File: config.mk
export PLATFORM = sky130hd
export DESIGN_NAME = alu_seq
export DESIGN_NICKNAME = d
export VERILOG_FILES = /design/src/rtl/alu_seq.sv
export SDC_FILE = /design/constraint.sdc
export NUM_CORES = 1
export LEC_CHECK = 0
export ABC_AREA = 1
export BUFFER_PORTS_ARGS = -buffer_cell sky130_fd_sc_hd__buf_2
export CAP_MARGIN = 15
export CORE_MARGIN = 4
export CORE_UTILIZATION = 52
export CTS_BUF_LIST = sky130_fd_sc_hd__clkbuf_16
export DETAILED_ROUTE_END_ITERATION = 16
export GPL_ROUTABILITY_DRIVEN = 0
export PLACE_DENSITY = 0.86
export SETUP_SLACK_MARGIN = 0.4
export SYNTH_ARGS = -nofsm -noshare
export SYNTH_HDL_FRONTEND = slang
export SYNTH_SLANG_ARGS = --single-unit
File: constraint.sdc
create_clock -name clk -period 1.5 [get_ports clk]
set_input_delay 0.3 -clock clk [delete_from_list [all_inputs] [get_ports clk]]
set_output_delay 0.3 -clock clk [all_outputs]
set_load 0.1 [all_outputs]
File: src/rtl/alu_seq.sv
// Registered add/sub/mul ALU with a start/busy/done handshake.
// Multiply is an iterative shift-add over W cycles into a 2W-bit accumulator.
//
// state | meaning
// IDLE  | waiting for start; r holds its last value
// MUL   | one shift-add iteration per cycle, W iterations
// FIN   | write r, pulse done (and err for an invalid op)
module alu_seq #(
  parameter int W = 4
) (
  input  logic           clk,
  input  logic           rst_n,
  input  logic           start,
  input  logic [W-1:0]   a,
  input  logic [W-1:0]   b,
  input  logic [2:0]     f,
  output logic [2*W-1:0] r,
  output logic           busy,
  output logic           done,
  output logic           err
);

  typedef enum logic [1:0] {IDLE, MUL, FIN} state_t;

  localparam int CW = $clog2(W) + 1;
  localparam logic [CW-1:0] CNT_LAST = CW'(W - 1);
  localparam logic [1:0] OP_ADD = 2'b00;
  localparam logic [1:0] OP_SUB = 2'b01;
  localparam logic [1:0] OP_MUL = 2'b10;

  state_t           state, state_nxt;
  logic             launch;
  logic [W-1:0]     bb;
  logic [2*W-1:0]   mcand;
  logic [W-1:0]     mplier;
  logic [2*W-1:0]   acc;
  logic [CW-1:0]    cnt;
  logic [1:0]       op_q;
  logic [W:0]       sum;
  logic [W:0]       diff;

  // f[0] swaps b for constant 1 only on add/sub; mul always uses b
  assign bb   = (f[0] && !f[2]) ? W'(1) : b;
  assign sum  = {1'b0, mcand[W-1:0]} + {1'b0, mplier};
  assign diff = {1'b0, mcand[W-1:0]} - {1'b0, mplier};

  always_ff @(posedge clk) begin
    if (!rst_n) state <= IDLE;
    else        state <= state_nxt;
  end

  always_comb begin
    state_nxt = state;
    busy      = 1'b0;
    launch    = 1'b0;
    case (state)
      IDLE: begin
        if (start) begin
          launch    = 1'b1;
          state_nxt = (f[2:1] == OP_MUL) ? MUL : FIN;
        end
      end
      MUL: begin
        busy = 1'b1;
        if (cnt == CNT_LAST) state_nxt = FIN;
      end
      FIN: begin
        busy      = 1'b1;
        state_nxt = IDLE;
      end
      default: state_nxt = IDLE;
    endcase
  end

  always_ff @(posedge clk) begin
    if (!rst_n) begin
      mcand  <= '0;
      mplier <= '0;
      acc    <= '0;
      cnt    <= '0;
      op_q   <= '0;
      r      <= '0;
      done   <= 1'b0;
      err    <= 1'b0;
    end else begin
      done <= 1'b0;
      err  <= 1'b0;
      case (state)
        IDLE: begin
          if (launch) begin
            mcand  <= {{W{1'b0}}, a};
            mplier <= bb;
            op_q   <= f[2:1];
            acc    <= '0;
            cnt    <= '0;
          end
        end
        MUL: begin
          if (mplier[0]) acc <= acc + mcand;
          mcand  <= mcand << 1;
          mplier <= mplier >> 1;
          cnt    <= cnt + 1'b1;
        end
        FIN: begin
          done <= 1'b1;
          case (op_q)
            OP_ADD: r <= {{(W-1){1'b0}}, sum};
            // borrow out of the W+1-bit difference is the sign bit
            OP_SUB: r <= {{W{diff[W]}}, diff[W-1:0]};
            OP_MUL: r <= acc;
            default: begin
              r   <= '0;
              err <= 1'b1;
            end
          endcase
        end
        default: ;
      endcase
    end
  end

endmodule

## Word-level counts from Yosys, hierarchy flattened

Cells that the tools add are included.
W data, S select, Z words.

| word-level totals | value |
|---|---|
| bits in registers | 37 |
| input port bits | 14 |
| output and inout bits | 11 |
| word-level logic and storage cells | 55 |

| operators by class | value |
|---|---|
| $add $sub $neg | 4 |
| equality and inequality tests | 10 |
| mux-type cells | 20 |
| reductions and logical operators | 12 |

Operators with widths:

| operator | count |
|---|---|
| $pmux W8 S2 | 2 |
| $mux W8 | 3 |
| $pmux W8 S3 | 1 |
| $add A8 B8 Y8 | 1 |
| $mux W4 | 2 |
| $ne A2 B2 Y1 const B | 4 |
| $pmux W4 S2 | 1 |
| $reduce_and A2 Y1 | 4 |
| $eq A2 B2 Y1 const B | 3 |
| $mux W2 | 3 |
| $pmux W3 S2 | 1 |
| $add A4 B4 Y5 | 1 |
| $mux W1 | 5 |
| $sub A4 B4 Y5 | 1 |
| $eq A2 B1 Y1 const B | 2 |
| $logic_not A2 Y1 | 2 |
| $pmux W2 S2 | 1 |
| $add A3 B1 Y3 const B | 1 |
| $eq A3 B2 Y1 const B | 1 |
| $mux W3 | 1 |
| $reduce_and A3 Y1 | 1 |
| $reduce_or A3 Y1 | 1 |
| $reduce_bool A2 Y1 | 1 |
| $reduce_or A2 Y1 | 1 |
| 2 further kinds | 2 |

## Longest topological paths before layout

| logic depth | value |
|---|---|
| depth in word-level cells | 5 |
| mapped depth | 11 |
| mapped depth without buffers | 11 |

## Worst setup path after synthesis

OpenSTA, ideal clock, no wires.

| path | value |
|---|---|
| kind | register to output |
| start point | register state[0] |
| end point | output port busy |
| arrival time | 1.223 ns |
| required time | 1.200 ns |
| setup slack | -0.023 ns |
| stages on the path, launching flop included | 3 |
| path buffers | 0 |
| cells stage by stage | dfxtp_1 -> inv_1 -> ha_1 |

| between the ends | value |
|---|---|
| longest elaborated chain between the ends | 3 |
| elaborated cells between the ends (all ways) | 4 |
| classes of those cells | eq/ne: 2; mux: 1; reduce/logical: 1 |

RTL lines:

| item | RTL line | text |
|---|---|---|
| start: declaration | 31 | `state_t state, state_nxt;` |
| start signal: assignment | 49 | `else state <= state_nxt;` |
| $eq A2 B2 Y1 or $eq A2 B1 Y1 (tied branches) | 56 | `case (state)` |
| $reduce_or A2 Y1 (no line) * | n/a |  |
| $mux W1 * | 56 |  |
| end: declaration | 18 | `output logic busy,` |

Mark *: on every way between the ends. The rest lies on a longest branch, timed or not.

## Worst setup path in the final report

| path | value |
|---|---|
| start point | register mcand[0] |
| end point | register r[4] |

| between the ends | value |
|---|---|
| longest elaborated chain between the ends | 2 |
| elaborated cells between the ends (all ways) | 3 |
| classes of those cells | add/sub: 2; mux: 1 |

RTL lines:

| item | RTL line | text |
|---|---|---|
| start: declaration | 34 | `logic [2*W-1:0] mcand;` |
| start signal: assignment | 91 | `mcand <= {{W{1'b0}}, a};` |
| start signal: assignment | 100 | `mcand <= mcand << 1;` |
| $sub A4 B4 Y5 or $add A4 B4 Y5 (tied branches) | 45, 44 |  |
| $pmux W8 S3 * | 106 | `case (op_q)` |
| end signal: assignment | 107 | `OP_ADD: r <= {{(W-1){1'b0}}, sum};` |
| end signal: assignment | 109 | `OP_SUB: r <= {{W{diff[W]}}, diff[W-1:0]};` |
| end: declaration | 17 | `output logic [2*W-1:0] r,` |

Marks and branches as above.
A chain may end at the register's enable or synchronous reset.

==> flow_summary.json <==
{
  "drive_above_1_share": 0.555,
  "die_area_um2": 5230,
  "synthesis.nets": 323,
  "numCtsBuffers": 5,
  "worstHoldStart": "a[3]",
  "clkSlewWorstSetupHoldPaths_ns": 0.06,
  "placementRows": 23,
  "ys.flop_type": "dfxtp_1",
  "swShare": 0.372,
  "diodes": 0,
  "p_sw_mw": 1.34,
  "postSynthAreaPerCell_um2": 7.52,
  "slew_headroom": 0.732,
  "min_path_type": "input port to register",
  "crit_arrival_ns": 1.78,
  "grt_pass1_wl_um": 12800,
  "p_clk_frac": 0.285,
  "final.min_clock_period_ns": 1.61,
  "drtIter0Drc": 256,
  "hold_buffers": 0,
  "grt_use_total": 0.321,
  "fin_ws_ns": -0.113,
  "synth_adder_area_share": 0.144,
  "peakVddDrop_mv": 0.868,
  "cts.sinks": 37,
  "synth_top_family_by_area": "simple AND/OR/NAND/NOR gates",
  "power_frac_comb": 0.387,
  "required_ns": 1.67,
  "whs_ns": 0.275,
  "leakagePower_nw": 1.45,
  "synth-seq-area-share": 0.345,
  "antenna_left": 0,
  "synth_top_area_share": 0.345,
  "vias_per_cell": 6.38,
  "wirelength_um": 9350,
  "yosysWarnings": 0,
  "dp_hpwl_um": 4020,
  "initial_utilization": 0.537,
  "cts_tree": "built",
  "finalMaxSlewViolations": 0,
  "synth_edf_count": 0,
  "synth.area.mux_share": 0,
  "dieHeight_um": 72.3,
  "p_int_mw": 2.25,
  "final_area_um2": 3540,
  "nets": 393,
  "rsz0062_at_grt": "yes",
  "drcViolationCount": 0,
  "dr_total_vias": 2596,
  "syn_area_um2": 2150,
  "firstDrtPassIters": 6,
  "grt_pass1_vias": 2570,
  "fin_skew_ns": 0.00722,
  "maxCapViolations": 0,
  "synthTopCellsByArea": "dfxtp_1 34%, nand2_1 13%, ha_1 12%",
  "finalCritPeriodShare": 1.08,
  "critPathMaxFanout": 5,
  "outcome": "complete, but fails checks",
  "critPathLaunchType": "register",
  "port_buffers": 24,
  "synthSimpleGateAreaFrac": 0.248,
  "hold_viol_final": 0,
  "synth_top_area_cell": "dfxtp_1",
  "synth_xor_area_frac": 0.0122,
  "coreArea_um2": 4000,
  "crit_type": "register to register",
  "dpl_cell_area_um2": 2590,
  "cts-root-buf": "clkbuf_16",
  "setup_viol": 10,
  "synthArstFlopShare": 0,
  "synth_compound_area_frac": 0.176,
  "wl_per_cell_um": 23.0,
  "p_seq_frac": 0.328,
  "max_freq_mhz": 620,
  "endpoint_kind": "register",
  "dp_slack_ns": -0.0211,
  "regToRegStartpoint": "mcand[0]$_SDFFE_PN0P_",
  "tightest_slew_ns": 0.397,
  "insertion_delay_ns": 0.29,
  "htree_num_levels": 2,
  "antenna_found_initial": 0,
  "io_pins": 25,
  "failed_checks": "setup timing",
  "synthToLayoutAreaGrowth_pct": 64.9,
  "grt_max_degree": 14,
  "die_x_um": 72.3,
  "ys_types": 31,
  "synth-seq-cells": 37,
  "netlist_instances": 286,
  "overflow": 0,
  "clockBufferDepth": 2,
  "power_per_cell_area_nw_per_um2": 1010,
  "cp-startpoint": "mcand[0]$_SDFFE_PN0P_"
}
-- synthesized netlist by cell type, drive strengths merged (4+ instances only) --
cell type,instances
a21oi,32
a31oi,9
clkbuf,4
dfxtp,37
ha,20
inv,29
nand2,73
nand3,22
nor2,18
o21ai,16
or2,4
-- registers in the layout (all words and copies together), names as in the netlist --
signal and cells:
acc 8, mcand 8, r 8, mplier 4, cnt 3, op_q 2
state 2, done 1, err 1
-- final cells by class --
type | count | area, um2
Inverter | 29 | 136
Sequential cell | 37 | 792
Timing Repair inverter | 1 | 7.51
Clock buffer | 5 | 125
Timing Repair Buffer | 69 | 688
Multi-Input combinational cell | 213 | 1720
Clock inverter | 3 | 11.3
Tap cell | 50 | 62.6
Fill cell | 157 | 455
-- final timing paths --
path                                 to  slack, ns  cells after the start
setup / recovery      r[4]$_SDFFE_PN0P_      -0.11                      8
hold / removal    mcand[3]$_SDFFE_PN0P_       0.27                      3
setup reg to reg      r[4]$_SDFFE_PN0P_      -0.11                      8
hold reg to reg       r[2]$_SDFFE_PN0P_       0.48                      2
-- layout by cell type (no fill, tap or decap), types with 7 or more instances in the layout --
cell type,count
a31oi_1,7
buf_6,12
inv_2,7
o21ai_2,8
buf_2,13
buf_12,12
nor2_1,13
nand3_2,9
dfxtp_1,10
dfxtp_4,7
nand2_2,8
a21oi_1,19
inv_1,17
a21oi_2,10
buf_4,31
dfxtp_2,20
nand2_1,62
ha_4,16
nand3_1,13
-- routing by layer --
| layer | GRT usage | part of all wire | up-vias |
|---|---|---|---|
| met2 | 0.569 | 0.50 | 203 |
| met1 | 0.354 | 0.34 | 1221 |
| li1 | - | - | 1102 |
| met4 | 0.184 | 0.068 | 0 |
| met5 | 0 | 0 | - |
| met3 | 0.0623 | 0.085 | 70 |
-- cell families after synthesis --
| family | count (synthesis) |
|---|---|
| buf+inv | 36 |
| flops | 37 |
| xor+xnor | 3 |
| fa+ha+maj | 23 |
| compound gates | 64 |
| simple gates | 123 |
-- worst max-delay path, stage by stage (launching register included) --
cell,delay (ns)
dfxtp_4,0.37
ha_2,0.20
fa_2,0.35
nand2_2,0.07
a21oi_1,0.07
o21ai_1,0.20
nand3_2,0.09
nand2_1,0.08
a21oi_1,0.06
-- what timing repair did --
| item | 4_1_cts | 5_1_grt |
|---|---|---|
| setup buffers | 21 | 9 |
| hold endpoints to repair | 0 | 0 |
| endpoints found under the setup margin | 45 | 46 |
| gates resized for setup | 114 | 36 |
| cloned | 1 | 0 |
| pin swaps | 27 | 14 |
-- power by group through the flow --
stage               Sequential, mW  Combinational, mW  Clock, mW
global placement              1.16              0.875          0
floorplan                     1.33              0.512          0
CTS                           1.16               1.21      0.982
finish                        1.18               1.39       1.02
detailed placement            1.16              0.903          0
global route                  1.18               1.45       1.05
-- through the flow --
step                std cells   util  power, mW  setup TNS [ns]
finish                    407  0.886       3.59          -0.363
global route              407  0.886       3.68          -0.978
CTS                       398  0.836       3.36        -0.00416
detailed placement        368  0.647       2.06         -0.0245
global placement          368  0.647       2.03               0
floorplan                 286      -       1.84               0
No activity file was read; power rests on OpenSTA's default activity.
